$ cat src/rtl/fp_issue_ctrl_pkg.sv
`default_nettype none
// ============================================================================
// Module : fp_issue_ctrl_pkg
// Brief  : FPU operation encodings, issue-FSM state type and canonical NaN.
// Rev    : 1.0
// ============================================================================
package fp_issue_ctrl_pkg;

    localparam logic [2:0] C_FPU_ADD  = 3'b000;
    localparam logic [2:0] C_FPU_SUB  = 3'b001;
    localparam logic [2:0] C_FPU_MUL  = 3'b010;
    localparam logic [2:0] C_FPU_DIV  = 3'b011;
    localparam logic [2:0] C_FPU_SGNJ = 3'b100;

    localparam logic [31:0] C_CANON_NAN = 32'h7FC0_0000;

    typedef enum logic [1:0] {
        ST_IDLE = 2'd0,
        ST_EXEC = 2'd1,
        ST_WB   = 2'd2
    } fp_state_t;

    function automatic logic is_illegal_ctrl(input logic [2:0] ctrl);
        return (ctrl > C_FPU_SGNJ);
    endfunction

endpackage
`default_nettype wire

$ cat src/rtl/fp_regfile.sv
`default_nettype none
// ============================================================================
// Module : fp_regfile
// Brief  : 32x32 FP register file, two async read ports, WB write beats load.
// Rev    : 1.0
// ============================================================================
module fp_regfile (
    input  logic        clk,
    input  logic        rst,
    input  logic [4:0]  i_ra1,
    input  logic [4:0]  i_ra2,
    output logic [31:0] o_rd1,
    output logic [31:0] o_rd2,
    input  logic        i_wb_we,
    input  logic [4:0]  i_wb_addr,
    input  logic [31:0] i_wb_data,
    input  logic        i_ld_we,
    input  logic [4:0]  i_ld_addr,
    input  logic [31:0] i_ld_data
);

    logic [31:0] r_mem [32];
    logic        w_ld_drop;

    assign w_ld_drop = i_wb_we && (i_wb_addr == i_ld_addr);
    assign o_rd1     = r_mem[i_ra1];
    assign o_rd2     = r_mem[i_ra2];

    always_ff @(posedge clk or posedge rst) begin
        if (rst) begin
            for (int i = 0; i < 32; i++) begin
                r_mem[i] <= '0;
            end
        end else begin
            if (i_ld_we && !w_ld_drop) begin
                r_mem[i_ld_addr] <= i_ld_data;
            end
            if (i_wb_we) begin
                r_mem[i_wb_addr] <= i_wb_data;
            end
        end
    end

endmodule
`default_nettype wire

$ cat src/rtl/fp_issue_ctrl.sv
`default_nettype none
// ============================================================================
// Module : fp_issue_ctrl
// Brief  : Single-issue FP controller: operand fetch, timed FPU hold, writeback.
// Rev    : 1.0
// ============================================================================
module fp_issue_ctrl
    import fp_issue_ctrl_pkg::*;
#(
    parameter int LAT_ADDSUB = 1,
    parameter int LAT_MUL    = 2,
    parameter int LAT_DIV    = 6
) (
    input  logic        clk,
    input  logic        rst,
    input  logic        req_valid,
    output logic        req_ready,
    input  logic [4:0]  req_rs1,
    input  logic [4:0]  req_rs2,
    input  logic [4:0]  req_rd,
    input  logic [2:0]  req_fpu_control,
    input  logic [2:0]  req_funct3,
    output logic [31:0] fpu_rs1,
    output logic [31:0] fpu_rs2,
    output logic [2:0]  fpu_control,
    output logic [2:0]  fpu_funct3,
    output logic        fpu_sel,
    input  logic [31:0] fpu_result,
    input  logic        ld_we,
    input  logic [4:0]  ld_addr,
    input  logic [31:0] ld_data,
    output logic        wb_valid,
    output logic [4:0]  wb_rd,
    output logic [31:0] wb_data,
    output logic        busy,
    output logic        illegal
);

    localparam int C_LAT_MAX = (LAT_DIV > LAT_MUL)
                             ? ((LAT_DIV > LAT_ADDSUB) ? LAT_DIV : LAT_ADDSUB)
                             : ((LAT_MUL > LAT_ADDSUB) ? LAT_MUL : LAT_ADDSUB);
    localparam int C_CNT_W   = (C_LAT_MAX > 1) ? $clog2(C_LAT_MAX) : 1;

    fp_state_t           r_state;
    fp_state_t           w_state_nxt;
    logic [C_CNT_W-1:0]  r_cnt;
    logic [C_CNT_W-1:0]  w_lat_m1;
    logic [31:0]         r_op1;
    logic [31:0]         r_op2;
    logic [2:0]          r_ctrl;
    logic [2:0]          r_funct3;
    logic [4:0]          r_rd;
    logic [4:0]          r_wb_rd;
    logic [31:0]         r_wb_data;
    logic                r_wb_illegal;
    logic [31:0]         w_rf_rd1;
    logic [31:0]         w_rf_rd2;
    logic [31:0]         w_op1;
    logic [31:0]         w_op2;
    logic                w_accept;
    logic                w_exec_done;
    logic                w_illegal;

    assign req_ready   = (r_state == ST_IDLE);
    assign busy        = !req_ready;
    assign wb_valid    = (r_state == ST_WB);
    assign illegal     = wb_valid && r_wb_illegal;
    assign wb_rd       = r_wb_rd;
    assign wb_data     = r_wb_data;
    assign fpu_rs1     = r_op1;
    assign fpu_rs2     = r_op2;
    assign fpu_control = r_ctrl;
    assign fpu_funct3  = r_funct3;
    assign fpu_sel     = (r_ctrl == C_FPU_SUB);

    assign w_accept    = req_ready && req_valid;
    assign w_exec_done = (r_state == ST_EXEC) && (r_cnt == '0);
    assign w_illegal   = is_illegal_ctrl(r_ctrl);

    // A load landing in the accept cycle is forwarded straight into the operands.
    assign w_op1 = (ld_we && (ld_addr == req_rs1)) ? ld_data : w_rf_rd1;
    assign w_op2 = (ld_we && (ld_addr == req_rs2)) ? ld_data : w_rf_rd2;

    always_comb begin
        w_lat_m1 = '0;
        case (req_fpu_control)
            C_FPU_ADD, C_FPU_SUB: w_lat_m1 = C_CNT_W'(LAT_ADDSUB - 1);
            C_FPU_MUL:            w_lat_m1 = C_CNT_W'(LAT_MUL - 1);
            C_FPU_DIV:            w_lat_m1 = C_CNT_W'(LAT_DIV - 1);
            default:              w_lat_m1 = '0;
        endcase
    end

    always_ff @(posedge clk or posedge rst) begin
        if (rst) begin
            r_state <= ST_IDLE;
        end else begin
            r_state <= w_state_nxt;
        end
    end

    always_comb begin
        w_state_nxt = r_state;
        case (r_state)
            ST_IDLE: if (req_valid)   w_state_nxt = ST_EXEC;
            ST_EXEC: if (r_cnt == '0) w_state_nxt = ST_WB;
            ST_WB:                    w_state_nxt = ST_IDLE;
            default:                  w_state_nxt = ST_IDLE;
        endcase
    end

    always_ff @(posedge clk or posedge rst) begin
        if (rst) begin
            r_cnt        <= '0;
            r_op1        <= '0;
            r_op2        <= '0;
            r_ctrl       <= '0;
            r_funct3     <= '0;
            r_rd         <= '0;
            r_wb_rd      <= '0;
            r_wb_data    <= '0;
            r_wb_illegal <= 1'b0;
        end else begin
            if (w_accept) begin
                r_op1    <= w_op1;
                r_op2    <= w_op2;
                r_ctrl   <= req_fpu_control;
                r_funct3 <= req_funct3;
                r_rd     <= req_rd;
                r_cnt    <= w_lat_m1;
            end else if ((r_state == ST_EXEC) && (r_cnt != '0)) begin
                r_cnt <= r_cnt - 1'b1;
            end
            if (w_exec_done) begin
                r_wb_rd      <= r_rd;
                r_wb_data    <= w_illegal ? C_CANON_NAN : fpu_result;
                r_wb_illegal <= w_illegal;
            end
        end
    end

    fp_regfile u_regfile (
        .clk       (clk),
        .rst       (rst),
        .i_ra1     (req_rs1),
        .i_ra2     (req_rs2),
        .o_rd1     (w_rf_rd1),
        .o_rd2     (w_rf_rd2),
        .i_wb_we   (wb_valid),
        .i_wb_addr (r_wb_rd),
        .i_wb_data (r_wb_data),
        .i_ld_we   (ld_we),
        .i_ld_addr (ld_addr),
        .i_ld_data (ld_data)
    );

endmodule
`default_nettype wire
$ cat config.mk
export PLATFORM = sky130hd
export DESIGN_NAME = fp_issue_ctrl
export DESIGN_NICKNAME = d
export VERILOG_FILES = /design/src/rtl/fp_issue_ctrl_pkg.sv /design/src/rtl/fp_regfile.sv /design/src/rtl/fp_issue_ctrl.sv
export SDC_FILE = /design/constraint.sdc
export NUM_CORES = 2
export LEC_CHECK = 0
export CAP_MARGIN = 20
export CELL_PAD_IN_SITES_DETAIL_PLACEMENT = 0
export CELL_PAD_IN_SITES_GLOBAL_PLACEMENT = 1
export CORE_ASPECT_RATIO = 0.6
export CORE_UTILIZATION = 40
export DETAILED_ROUTE_END_ITERATION = 6
export GPL_TIMING_DRIVEN = 0
export HOLD_SLACK_MARGIN = 0.06
export PLACE_DENSITY_LB_ADDON = 0.1
export SLEW_MARGIN = 20
export SYNTH_ARGS = -nofsm -noshare
export SYNTH_HDL_FRONTEND = slang
export SYNTH_SLANG_ARGS = --single-unit
$ cat constraint.sdc
create_clock -name clk -period 46.4 [get_ports clk]
set_input_delay 9.28 -clock clk [delete_from_list [all_inputs] [get_ports clk]]
set_output_delay 9.28 -clock clk [all_outputs]
set_load 0.005 [all_outputs]
# After elaboration in Yosys (flattened, before gate mapping)
# Index checks and enable logic that the tools add are counted.
# totals
register_bits	1142
output_inout_bits	112
# op_classes
reduce_logical	17
n_addsub	1
n_bitwise	4
eq_ne	10
order_cmp	7
muxes	23
# op_table
op	count
$bwmux 1024	2
$mux 1024	2
$bmux 32 s5	2
$demux 32 s5	2
$mux 32	9
$ge 6x6->1 const B	4
$not 5->6	4
$eq 5x5->1	3
$lt 6x1->1 const B	2
$logic_and 1x1->1	10
$eq 3x2->1 const B	2
$mux 3	2
$pmux 3 s2	1
$mux 2	2
$ne 2x2->1 const B	2
$pmux 2 s2	1
$eq 3x1->1 const B	1
$gt 3x3->1 const B	1
$logic_not 3->1	1
$reduce_bool 3->1	1
$sub 3x1->3 const B	1
$eq 2x1->1 const B	1
$eq 2x2->1 const B	1
$logic_not 1->1	2
3 further kinds	3

# Depth between registers and ports, before layout
# logic_depth
word_depth	9
mapped_depth	11

# By module
# A second synthesis with hierarchy kept.
# hier_totals
hier_cells	7684
area_unflattened_um2	69690.6
# modules_own_cells
mod	area_per_inst_um2	n_inst	seq_area_each_um2	cells_each
fp_regfile	64358.0	1	25624.6	7163
fp_issue_ctrl	5332.6	1	2952.8	521

# Worst setup path before layout
# Ideal clock, no wire load.
# synth_path
path_type	input to register
from	input req_rs2[0]
to	register r_op2[17] (netlist: fpu_rs2[17])
path_stages	9
setup_slack_ps	35137
arrival_time_ps	11137
required_time_ps	46274
cell_sequence	buf_4 -> buf_6 -> buf_8 -> buf_6 -> buf_2 -> mux4_2 -> o22ai_1 -> nor4_1 -> a221o_1
# synth_via
elab_chain_len	5
word_cells_on_any_way	7
classes_between	1 x eq/ne; 4 x mux; 1 x bitwise; 1 x reduce/logical
# synth_rtl
item	line	rtl
start: declaration	fp_issue_ctrl.sv:19	input logic [4:0] req_rs2,
$not 5->6 (implied by the code)	fp_regfile.sv:27	assign o_rd2 = r_mem[i_ra2];
$bmux 32 s5	fp_regfile.sv:27	
$mux 32 (implied by the code) (2 in a row)	fp_regfile.sv:27	
$mux 32 *	fp_issue_ctrl.sv:82	assign w_op2 = (ld_we && (ld_addr == req_rs2)) ? ld_data : w_rf_rd2;
end signal: assignment	fp_issue_ctrl.sv:126	r_op2 <= w_op2;
end: declaration	fp_issue_ctrl.sv:49	logic [31:0] r_op2;
# Every way passes the cells marked *; elsewhere a longest branch is shown, timed or not. The select of a mux whose other input is x is not followed.
# A chain may end at the register's enable or synchronous reset.

# Final worst setup path
# layout_path
from	input req_rs2[2]
to	register r_op2[11] (netlist: fpu_rs2[11])
# The elaborated chain is that of the path after synthesis.

==> Implementation_results.wiki <==
{| class="wikitable"
! Metric !! Value
|-
| Kind of launch point of the worst setup path || input pin
|-
| Main flop type after synthesis || dfrtp_1
|-
| Clock tree from TritonCTS || built
|-
| Share of the clock period used by the worst path after layout || 0.285
|-
| Final-layout setup total negative slack || 0 ns
|-
| Outcome || finished with violations
|-
| Adder-Cell Fraction of Synth Area || 0.000358
|-
| Post-synthesis cell type count || slightly above 60
|-
| Effective utilization at floorplan || 0.404
|-
| Pwr dens || ~60 nW/um^2
|-
| Number of storage elements in the synthesis netlist || ~1100
|-
| Setup repair bufs after CTS || 0
|-
| Classification of the worst-slack hold path || flop to flop
|-
| Data arrival time of the worst path || approximately 14 ns
|-
| Crit Path Class || input pin to flop
|-
| Gp weighted congestion || approximately 1.1
|-
| Mux share of post-synthesis cell area || 0.254
|-
| Slowest CP cell || nor2b_1
|-
| Clock Root Buffer || clkbuf_16
|-
| Number of design rule violations left after detail routing || 3
|-
| Min Clock Period, post-route || 13.25 ns
|-
| Worst clock skew || 0.0341 ns
|-
| Area share of the leading cell type in the synthesized netlist || 0.408
|-
| Remaining antenna violation count || 0
|-
| Fraction of the mapped netlist area in simple logic gates || 0.126
|-
| Number of warnings reported in the yosys synthesis log || 0
|-
| Instance count of the mapped netlist || approximately 7000
|-
| Total standard cell area after synthesis || roughly 70000 um^2
|-
| Share of flip-flops with an asynchronous set or reset || 1.00
|-
| CTS-repair resized insts || 0
|-
| Largest net degree at the start of global routing || 95
|-
| Setup violators final || 0
|-
| Clock network latency to the later pin of the worst-skew pair || around 0.83 ns
|-
| Y dimension of the die || around 330 um
|-
| IO Count || around 210
|-
| Number of detailed-route iterations in the first pass || 7
|-
| Num CTS Buffers || between 100 and 150
|-
| Measured slew at the worst slew-check pin || roughly 1.4 ns
|-
| Average cell area after synthesis || between 10 and 15 um^2
|-
| Cells taking the most area after synthesis || dfrtp_1, mux4_2, mux2i_1, nand2_1, nor2_1
|-
| Number of nets in the synthesized netlist || slightly above 7000
|-
| Share of synthesized area occupied by flip-flops and latches || 0.408
|-
| Max VDD drop || 0.0345 mV
|-
| Total power after layout || ~4700 uW
|-
| Largest incremental delay on the critical path || between 0.8 and 0.9 ns
|-
| H-tree depth || 3
|-
| Routed via count || between 70000 and 80000
|-
| Via count of the first global-routing pass || 63100
|-
| Clock input transition at the sequential cells of the worst setup and hold paths || 0.07 ns
|-
| Family with the most delay on the worst path || buffers and inverters
|-
| DRC violation total after the first TritonRoute iteration || about 14000
|-
| Number of synthesized flops with an enable pin || 0
|-
| Synthesized-area fraction occupied by ao, oa, aoi and oai cells || 0.150
|-
| Violated checks || DRC
|-
| Crit path buffers/inverters || 3
|-
| Worst rel slew slack || 0.0692
|-
| Initial antenna violation count || 25
|-
| Width of the chip || between 500 and 600 um
|-
| Site row count || between 100 and 150
|-
| Post-DR wirelength/cell || about 44 um
|-
| Count of final max-slew check failures || 0
|-
| Cell Chain, Critical Path || clkdlybuf4s50_1 > clkbuf_1 > nor2b_1 > nand2_1 > clkbuf_2 > o22ai_1 > nor4_1 > a221o_1
|-
| Critical path fanouts, max || 10
|-
| Wirelength, routed || 429000 um
|-
| XOR/XNOR share of the synthesized area || 0.00199
|-
| Number of hold-repair buffers added at the cts stage || 0
|-
| Worst Path Required || around 47 ns
|-
| Leakage power || 0.0324 uW
|-
| Overflow left after global routing || 0
|-
| Deepest clock path buffer count || 3
|-
| Maximum clock rate || approximately 0.075 GHz
|-
| Largest family of logic cells by synthesized area || multiplexers
|-
| RSZ-0062 raised after global routing || no
|-
| Post-synth top cells || dfrtp_1, nand2_1, nor2_1, clkbuf_1, mux2i_1
|-
| Overall routing resource usage || 0.476
|-
| Floorplan core area || about 170000 um^2
|-
| Vias per inst || around 7
|-
| Area overhead of the layout relative to synthesis || 14.0%
|-
| Type of element capturing the critical path || flop
|-
| HPWL after detailed placement || around 330000 um
|-
| Total Nets Final || ~7400
|-
| Hold violation total from the final report || 0
|-
| Number of maximum-capacitance constraint violations || 0
|-
| Die Footprint || between 150000 and 200000 um^2
|-
| Fraction of layout instances using a drive strength above 1 || 0.142
|-
| Clock Sink Count || 1142
|-
| Global-route wire length before repair || around 570000 um
|-
| I/O Buffers || ~160
|-
| Most frequent cell after synthesis || dfrtp_1
|-
| Cell accounting for the most synthesized area || dfrtp_1
|}
## routing by layer
| layer | up-vias | wire [um] | global-route usage |
|---|---|---|---|
| met4 | 27 | 24300 | 0.223 |
| met2 | 6523 | 155000 | 0.578 |
| met1 | 36100 | 174000 | 0.679 |
| li1 | 26400 | - | - |
| met5 | - | 482 | 0.0130 |
| met3 | 1072 | 75200 | 0.244 |
## stage by stage
stage           util  std cells  setup slack, ns  cell area (um^2)  hold slack, ns
5_1_grt        0.460       9749            33.46             79700           0.505
2_1_floorplan      -       6985             4.96             70000           0.439
4_1_cts        0.460       9740            33.39             79600           0.471
3_5_place_dp   0.435       9516            32.59             75300           0.453
3_3_place_gp   0.431       9486           -13.19             74500           0.453
6_report       0.461       9769            33.15             79700           0.472
## final cells by class
type                       count  area, um^2
timing repair buffer         195        2360
multi-input combinational   4901       37300
clock inverter                47         636
fill                       16600       93300
antenna                       25        62.6
inverter                      35         139
clock buffer                 177        3630
tap                         2340        2930
buffer                       907        4070
sequential                  1142       28600
## power breakdown
part           switching [uW]  internal (uW)
Combinational             965            761
Clock                     487            623
Sequential                428           1400
Total                    1880           2780
## worst min-delay path, stage by stage, from the launching register on
cell and delay, ns:
dfrtp_1 0.34, nand2_1 0.05, nand2_1 0.05
## registers in the layout, summed over array words and instances, names as in the netlist
| name | count |
|---|---|
| u_regfile.r_mem | 1024 |
| fpu_rs1 | 32 |
| fpu_rs2 | 32 |
| wb_data | 32 |
| r_rd | 5 |
| wb_rd | 5 |
| fpu_control | 3 |
| fpu_funct3 | 3 |
| r_cnt | 3 |
| r_state | 2 |
| r_wb_illegal | 1 |
## worst paths after layout
check	slack, ns	from	cells after the start	end
hold reg to reg	0.47	r_rd[2]$_DFFE_PP0P_	2	wb_rd[2]$_DFFE_PP0P_
hold / removal	0.47	r_rd[2]$_DFFE_PP0P_	2	wb_rd[2]$_DFFE_PP0P_
min in group asynchronous	8.91	rst	2	r_wb_illegal$_DFFE_PP0P_
setup reg to reg	41.77	r_state[0]$_DFFE_PP0P_	7	u_regfile.r_mem[733]$_DFF_PP0_
max in group asynchronous	34.58	rst	8	u_regfile.r_mem[825]$_DFF_PP0_
setup / recovery	33.15	req_rs2[2]	8	fpu_rs2[11]$_DFFE_PP0P_
## cells by family (layout without fill, tap and decap cells)
family	after synthesis	in the layout
mux	1150	1150
compound gates	1606	1606
simple gates	2128	2128
xor+xnor	15	15
flops	1142	1142
fa+ha+maj	2	2
buf+inv	942	1361
other cells	0	25
## cell usage in the layout, fill, tap and decap left out, types with 12 or more instances in the layout
master	synthesis	routed
dfrtp_1	1142	1142
nand2_1	775	775
nor2_1	752	750
mux2i_1	651	651
clkbuf_1	651	602
nand3_1	525	523
a21oi_1	513	513
mux4_2	499	499
o211ai_1	354	354
o21ai_0	177	175
a31oi_1	171	171
clkdlybuf4s50_1	0	161
clkbuf_16	0	126
buf_2	115	125
o22ai_1	82	82
clkbuf_2	0	71
buf_4	56	56
a22oi_1	53	53
a221oi_1	49	49
buf_1	57	47
a221o_1	38	38
buf_6	27	32
inv_1	31	30
a22o_1	30	30
clkbuf_8	0	29
clkinv_2	0	26
diode_2	0	25
a2111oi_0	22	21
buf_16	0	18
o21ai_1	15	17
o21a_1	17	17
nor4_1	16	16
bufinv_16	0	15
xnor2_1	13	13
o21bai_1	13	13
a32oi_1	12	12
No activity file was read; power rests on OpenSTA's default activity.
